--- src/rtl/alert_qual_if.sv ---
// Sample/alert bundle between the A2D/speed path, the qualifier and the piezo driver.
// The master drives raw samples with a valid strobe; the slave returns qualified alerts.
interface alert_qual_if;
  logic               vld;
  logic        [11:0] batt;
  logic signed [11:0] lft_spd;
  logic signed [11:0] rght_spd;
  logic               too_fast;
  logic               batt_low;

  modport master (
    output vld, batt, lft_spd, rght_spd,
    input  too_fast, batt_low
  );

  modport slave (
    input  vld, batt, lft_spd, rght_spd,
    output too_fast, batt_low
  );
endinterface

--- src/rtl/alert_qual.sv ---
// Turns raw battery / wheel-speed samples into debounced too_fast and batt_low flags
// using thresholds, hysteresis, consecutive-sample persistence and a minimum speed-alert on-time.
module alert_qual #(
  parameter bit          fast_sim = 1'b1,
  parameter logic [11:0] SPD_SET  = 12'd1536,
  parameter logic [11:0] SPD_HYST = 12'd128,
  parameter logic [11:0] BATT_SET = 12'h800,
  parameter logic [11:0] BATT_CLR = 12'h880,
  parameter int          PERSIST  = 4
) (
  input  logic         clk,
  input  logic         rst_n,
  alert_qual_if.slave  bus
);

  typedef enum logic [1:0] {OK, PEND_SET, ALERT, PEND_CLR} state_t;

  localparam logic [3:0]  PERS      = 4'(PERSIST);
  localparam logic [20:0] HOLD_LOAD = fast_sim ? 21'd4095 : 21'h1F_FFFF;
  localparam logic [12:0] SET_TH    = {1'b0, SPD_SET};
  localparam logic [12:0] CLR_TH    = {1'b0, SPD_SET - SPD_HYST};

  // One extra bit so that -2048 maps to +2048 without overflow.
  function automatic logic [12:0] abs13(input logic signed [11:0] x);
    logic signed [12:0] s;
    s = {x[11], x};
    abs13 = s[12] ? $unsigned(-s) : $unsigned(s);
  endfunction

  function automatic logic [12:0] max13(input logic [12:0] a, input logic [12:0] b);
    max13 = (a > b) ? a : b;
  endfunction

  // Persistence counter increment that holds at PERS and can never wrap.
  function automatic logic [3:0] sat_inc(input logic [3:0] c);
    sat_inc = (c >= PERS) ? PERS : c + 4'd1;
  endfunction

  // ---- sample evaluation (combinational, consumed on vld) ----
  logic        vld_p0;
  logic [12:0] mag_p0;
  logic        spd_set_p0, spd_clr_p0;
  logic        batt_set_p0, batt_clr_p0;

  assign vld_p0      = bus.vld;
  assign mag_p0      = max13(abs13(bus.lft_spd), abs13(bus.rght_spd));
  assign spd_set_p0  = mag_p0 > SET_TH;
  assign spd_clr_p0  = mag_p0 < CLR_TH;
  assign batt_set_p0 = bus.batt < BATT_SET;
  assign batt_clr_p0 = bus.batt >= BATT_CLR;

  // ---- speed qualifier with minimum on-time ----
  state_t      spd_st;
  logic [3:0]  spd_cnt;
  logic [20:0] hold;
  logic        too_fast_q;
  logic [3:0]  spd_nxt;

  assign spd_nxt = sat_inc(spd_cnt);

  always_ff @(posedge clk or negedge rst_n) begin
    if (!rst_n) begin
      spd_st     <= OK;
      spd_cnt    <= 4'd0;
      hold       <= 21'd0;
      too_fast_q <= 1'b0;
    end else begin
      // Hold timer runs every clock; an ALERT entry below overrides with a reload.
      if (hold != 21'd0) hold <= hold - 21'd1;
      if (vld_p0) begin
        unique case (spd_st)
          OK: begin
            if (spd_set_p0) begin
              spd_cnt <= 4'd1;
              if (PERS == 4'd1) begin
                spd_st     <= ALERT;
                hold       <= HOLD_LOAD;
                too_fast_q <= 1'b1;
              end else begin
                spd_st <= PEND_SET;
              end
            end
          end
          PEND_SET: begin
            if (spd_set_p0) begin
              if (spd_nxt == PERS) begin
                spd_st     <= ALERT;
                spd_cnt    <= 4'd0;
                hold       <= HOLD_LOAD;
                too_fast_q <= 1'b1;
              end else begin
                spd_cnt <= spd_nxt;
              end
            end else begin
              spd_st  <= OK;
              spd_cnt <= 4'd0;
            end
          end
          ALERT: begin
            if (spd_clr_p0) begin
              if (PERS == 4'd1 && hold == 21'd0) begin
                spd_st     <= OK;
                spd_cnt    <= 4'd0;
                too_fast_q <= 1'b0;
              end else begin
                spd_st  <= PEND_CLR;
                spd_cnt <= 4'd1;
              end
            end
          end
          PEND_CLR: begin
            if (spd_clr_p0) begin
              // A live hold timer parks us here with the count saturated.
              if (spd_nxt == PERS && hold == 21'd0) begin
                spd_st     <= OK;
                spd_cnt    <= 4'd0;
                too_fast_q <= 1'b0;
              end else begin
                spd_cnt <= spd_nxt;
              end
            end else begin
              spd_st  <= ALERT;
              spd_cnt <= 4'd0;
            end
          end
        endcase
      end
    end
  end

  // ---- battery qualifier ----
  state_t     batt_st;
  logic [3:0] batt_cnt;
  logic       batt_low_q;
  logic [3:0] batt_nxt;

  assign batt_nxt = sat_inc(batt_cnt);

  always_ff @(posedge clk or negedge rst_n) begin
    if (!rst_n) begin
      batt_st    <= OK;
      batt_cnt   <= 4'd0;
      batt_low_q <= 1'b0;
    end else if (vld_p0) begin
      unique case (batt_st)
        OK: begin
          if (batt_set_p0) begin
            batt_cnt <= 4'd1;
            if (PERS == 4'd1) begin
              batt_st    <= ALERT;
              batt_low_q <= 1'b1;
            end else begin
              batt_st <= PEND_SET;
            end
          end
        end
        PEND_SET: begin
          if (batt_set_p0) begin
            if (batt_nxt == PERS) begin
              batt_st    <= ALERT;
              batt_cnt   <= 4'd0;
              batt_low_q <= 1'b1;
            end else begin
              batt_cnt <= batt_nxt;
            end
          end else begin
            batt_st  <= OK;
            batt_cnt <= 4'd0;
          end
        end
        ALERT: begin
          if (batt_clr_p0) begin
            if (PERS == 4'd1) begin
              batt_st    <= OK;
              batt_cnt   <= 4'd0;
              batt_low_q <= 1'b0;
            end else begin
              batt_st  <= PEND_CLR;
              batt_cnt <= 4'd1;
            end
          end
        end
        PEND_CLR: begin
          if (batt_clr_p0) begin
            if (batt_nxt == PERS) begin
              batt_st    <= OK;
              batt_cnt   <= 4'd0;
              batt_low_q <= 1'b0;
            end else begin
              batt_cnt <= batt_nxt;
            end
          end else begin
            batt_st  <= ALERT;
            batt_cnt <= 4'd0;
          end
        end
      endcase
    end
  end

  assign bus.too_fast = too_fast_q;
  assign bus.batt_low = batt_low_q;

endmodule

--- src/flat_wrapper.sv ---
// flat-port wrapper written by rule: the top's interface ports become plain ports
module alert_qual_flat 
#(
  parameter bit          fast_sim = 1'b1,
  parameter logic [11:0] SPD_SET  = 12'd1536,
  parameter logic [11:0] SPD_HYST = 12'd128,
  parameter logic [11:0] BATT_SET = 12'h800,
  parameter logic [11:0] BATT_CLR = 12'h880,
  parameter int          PERSIST  = 4
)
  (clk, rst_n, bus_vld, bus_batt, bus_lft_spd, bus_rght_spd, bus_too_fast, bus_batt_low);
  alert_qual_if bus_i ();
  input  logic clk;
  input  logic rst_n;
  input wire logic [$bits(bus_i.vld)-1:0] bus_vld;
  input wire logic [$bits(bus_i.batt)-1:0] bus_batt;
  input wire logic [$bits(bus_i.lft_spd)-1:0] bus_lft_spd;
  input wire logic [$bits(bus_i.rght_spd)-1:0] bus_rght_spd;
  output wire logic [$bits(bus_i.too_fast)-1:0] bus_too_fast;
  output wire logic [$bits(bus_i.batt_low)-1:0] bus_batt_low;
  assign bus_i.vld = bus_vld;
  assign bus_i.batt = bus_batt;
  assign bus_i.lft_spd = bus_lft_spd;
  assign bus_i.rght_spd = bus_rght_spd;
  assign bus_too_fast = bus_i.too_fast;
  assign bus_batt_low = bus_i.batt_low;
  alert_qual #(.fast_sim(fast_sim), .SPD_SET(SPD_SET), .SPD_HYST(SPD_HYST), .BATT_SET(BATT_SET), .BATT_CLR(BATT_CLR), .PERSIST(PERSIST)) u_core (.clk(clk), .rst_n(rst_n), .bus(bus_i));
endmodule
--- config.mk ---
export PLATFORM = sky130hd
export DESIGN_NAME = alert_qual_flat
export DESIGN_NICKNAME = d
export VERILOG_FILES = /design/src/rtl/alert_qual_if.sv /design/src/rtl/alert_qual.sv /design/src/flat_wrapper.sv
export SDC_FILE = /design/constraint.sdc
export NUM_CORES = 1
export LEC_CHECK = 0
export CAP_MARGIN = 20
export CORE_MARGIN = 2
export CORE_UTILIZATION = 34
export CTS_CLUSTER_SIZE = 20
export DETAILED_ROUTE_END_ITERATION = 10
export GPL_TIMING_DRIVEN = 0
export MAX_ROUTING_LAYER = met4
export PLACE_DENSITY_LB_ADDON = 0.1
export SLEW_MARGIN = 5
export SYNTH_ARGS = -nofsm -noshare
export SYNTH_HDL_FRONTEND = slang
export SYNTH_SLANG_ARGS = --single-unit
--- constraint.sdc ---
create_clock -name clk -period 3 [get_ports clk]
set_input_delay 0.45 -clock clk [delete_from_list [all_inputs] [get_ports clk]]
set_output_delay 0.45 -clock clk [all_outputs]
set_load 0.02 [all_outputs]
==> results.cfg <==
[logic_synthesis]
yosysWarnings = 0
ys_async_sr_fraction = 1.00
synth_top_area_frac = 0.311
syn_area_mm2 = 0.00281
synth_area_leaders = dfrtp_1 31%, ha_1 8.0%, xnor2_1 6.5%
synth_top_area_cell = dfrtp_1
syn-num-nets = 394
synth_edf_count = 0
ys_types = 60
yosysSeqAreaShare = 0.311
synthFlopType = dfrtp_1
synth-seq-cells = 35
avgSynthCellArea_um2 = 8.35
postSynthCellCount = 337

[floorplan]
start_util = 0.346
io_pins = 41
fp.dieH_um = 95.0
rows = 33
die_area_mm2 = 0.00902
design.core.area_mm2 = 0.00813
die_w_um = 95.0

[global_route]
grt_use_total = 0.161
grt_first_pass_wirelength_mm = 11.3
grt_start_max_net_pins = 36
grt-ovfl-total = 0
grt_antenna_before_repair = 0
grt_pass1_vias = 2377

[timing]
fmax_mhz = 301
hold_viol_final = 0
slew_viol_final = 0
timing.setup.tns_ns = -7.63
setup_viol = 28
rsz0062_at_grt = yes
finalCritPeriodShare = 1.11
worst_slack_ns = -0.322
fin_crit_ns = 3.32
finalClockSkew_ns = 0.00709
worstMarginPinSlew_ns = 0.802
relSlewSlack = 0.465

[clock_tree]
cts_tree = built
cts_buffers = 5
clock_latency_ns = 0.28
root_buffer = clkbuf_8
cts_num_sinks = 35
cts_max_level = 2
ctsHoldBuffers = 0
clkTransAtPathRegs_ns = 0.07
cts_buffer_depth = 2

[placement]
dp_hpwl_mm = 4.80
portBuffers = 29
placed_cells = 471
place_congestion = 0.717

[routing]
wire_per_inst_um = 13.3
via_count = 2576
vias_per_cell = 5.16
drt_iter0_markers = 119
wirelength_mm = 6.63
ant_nets = 0
drc = 0
drt-pass1-iter-count = 4

[worst_setup_path]
r2r-start = u_core.hold[0]
reg2regPathDepth = 11
crit_fanout = 5
max_stage_delay_ns = 0.57
critPathCaptureType = flip-flop
arrival_ns = 3.49
critPathSlowestCell = or4_4
cp.required_ns = 3.17
r2r_end = u_core.hold[19]
startpoint_type = input port
crit_type = in -> reg
path_cells = clkbuf_16, or4_4, o41ai_4, xor2_2, inv_2, ha_4, nand4_1, nor2_1, o31a_1, o31ai_4, a211oi_2, o32a_1, nor2b_4, a32o_1
rrSetupSlack_ns = 0.25

[layout]
area_growth_pct = 35.7
fin_util = 0.469
layout_common_cells = 35 x dfrtp_1, 30 x nand2_1, 30 x nor2_1, 20 x buf_4, 19 x xnor2_1
final_layout_size_suffix_gt1_frac = 0.274
fin_cells = 499
final_nets = 451
antenna_cells = 0
final_common_cell = dfrtp_1

[job]
maxCapViolations = 0

[power]
power_w = 0.00158
vdd_drop_max_uv = 221
leakage_nw = 1.52
powerDensity_mw_per_mm2 = 413

[outcome]
violations = negative setup slack
status = complete, but fails checks

[worst_hold_path]
hold_class = in -> async
==> sequential cells by signal, summed over array words and instances, names as in the netlist <==
name                 count
u_core.bus.too_fast      1
u_core.batt_cnt          4
u_core.spd_st            2
u_core.hold             21
u_core.bus.batt_low      1
u_core.spd_cnt           4
u_core.batt_st           2
==> layout make-up <==
cell class                 instances  area (um^2)
timing repair buffer              51          438
inverter                          16         60.1
buffer                             9         70.1
multi-input combinational        276         2150
clock inverter                     1         5.00
tap                              105          131
fill                             779         4320
clock buffer                       6         82.6
sequential                        35          876
==> power breakdown <==
group          total, W  switching (W)  leakage (nW)  internal, W
logic          0.000574       0.000278          1.09     0.000295
clock network  0.000345       0.000165        0.0470     0.000180
registers      0.000659      0.0000968         0.385     0.000562
==> routing by layer <==
metal / track usage / routed length, um / vias to the layer above
li1: - / - / 1322
met1: 0.235 / 3430 / 1206
met2: 0.236 / 2930 / 44
met3: 0.0295 / 243 / 4
met4: 0.0254 / 25 / 0
met5: - / 0 / -
==> logic make-up after synthesis <==
kind of cell / after synthesis / share of synthesized area
xor+xnor: 34 / 0.106
buf+inv: 26 / 0.0356
flops: 35 / 0.311
simple gates: 147 / 0.268
compound gates: 69 / 0.174
fa+ha+maj: 18 / 0.0801
other cells: 2 / 0.00267
mux: 6 / 0.0222
==> critical path: cells and delay by family <==
kind / cells / cell delay, ns
AOI/OAI and AO/OA: 6 / 1.45
xor gates and xnor gates: 1 / 0.23
adders and majority gates: 1 / 0.24
buffers and inverters: 2 / 0.19
and+or+nand+nor: 4 / 0.91
==> worst max-delay path by stage <==
stage | start | endpoint | slack (ns) | depth (start not counted)
2_1_floorplan | bus_lft_spd[3] | u_core.spd_cnt[2] | -0.42 | 14
3_3_place_gp | bus_lft_spd[4] | u_core.hold[11] | -1.29 | 15
3_5_place_dp | bus_lft_spd[4] | u_core.spd_cnt[1] | -1.29 | 13
4_1_cts | bus_lft_spd[3] | u_core.spd_cnt[2] | -0.36 | 15
5_1_grt | bus_lft_spd[3] | u_core.hold[14] | -0.47 | 16
6_report | bus_lft_spd[3] | u_core.spd_cnt[1] | -0.32 | 14
==> synthesized netlist by cell type (2+ instances only) <==
cell type,n
a21oi_1,13
a22o_1,2
a31oi_1,2
a32o_1,3
and2_1,3
and3_1,2
and4_1,2
buf_2,2
clkbuf_1,7
conb_1,2
dfrtp_1,35
ha_1,18
inv_1,16
mux2_2,2
mux2i_1,4
nand2_1,41
nand2b_1,6
nand3_1,5
nand4_1,9
nor2_1,34
nor2b_1,6
nor3_1,10
nor3b_1,5
nor4_1,6
o21a_1,3
o21ai_0,18
o21ai_1,2
o31a_1,2
o31ai_1,5
o41ai_2,3
or2_2,2
or3_1,5
or4_1,3
xnor2_1,21
xor2_1,13
==> stage by stage <==
step,hold WS [ns],cell area (um^2),setup slack [ns]
5_1_grt,0.322,3820,-0.471
2_1_floorplan,0.154,2860,-0.416
3_5_place_dp,0.483,3270,-1.29
6_report,0.254,3820,-0.322
3_3_place_gp,0.481,3280,-1.29
4_1_cts,0.278,3670,-0.360
==> what timing repair did <==
action / 4_1_cts / 5_1_grt
gates resized for setup: 70 / 47
setup buffers: 17 / 4
cloned: 1 / 0
pin swaps: 23 / 21
setup endpoints to repair: 28 / 28
(Power assumes the default switching activity.)
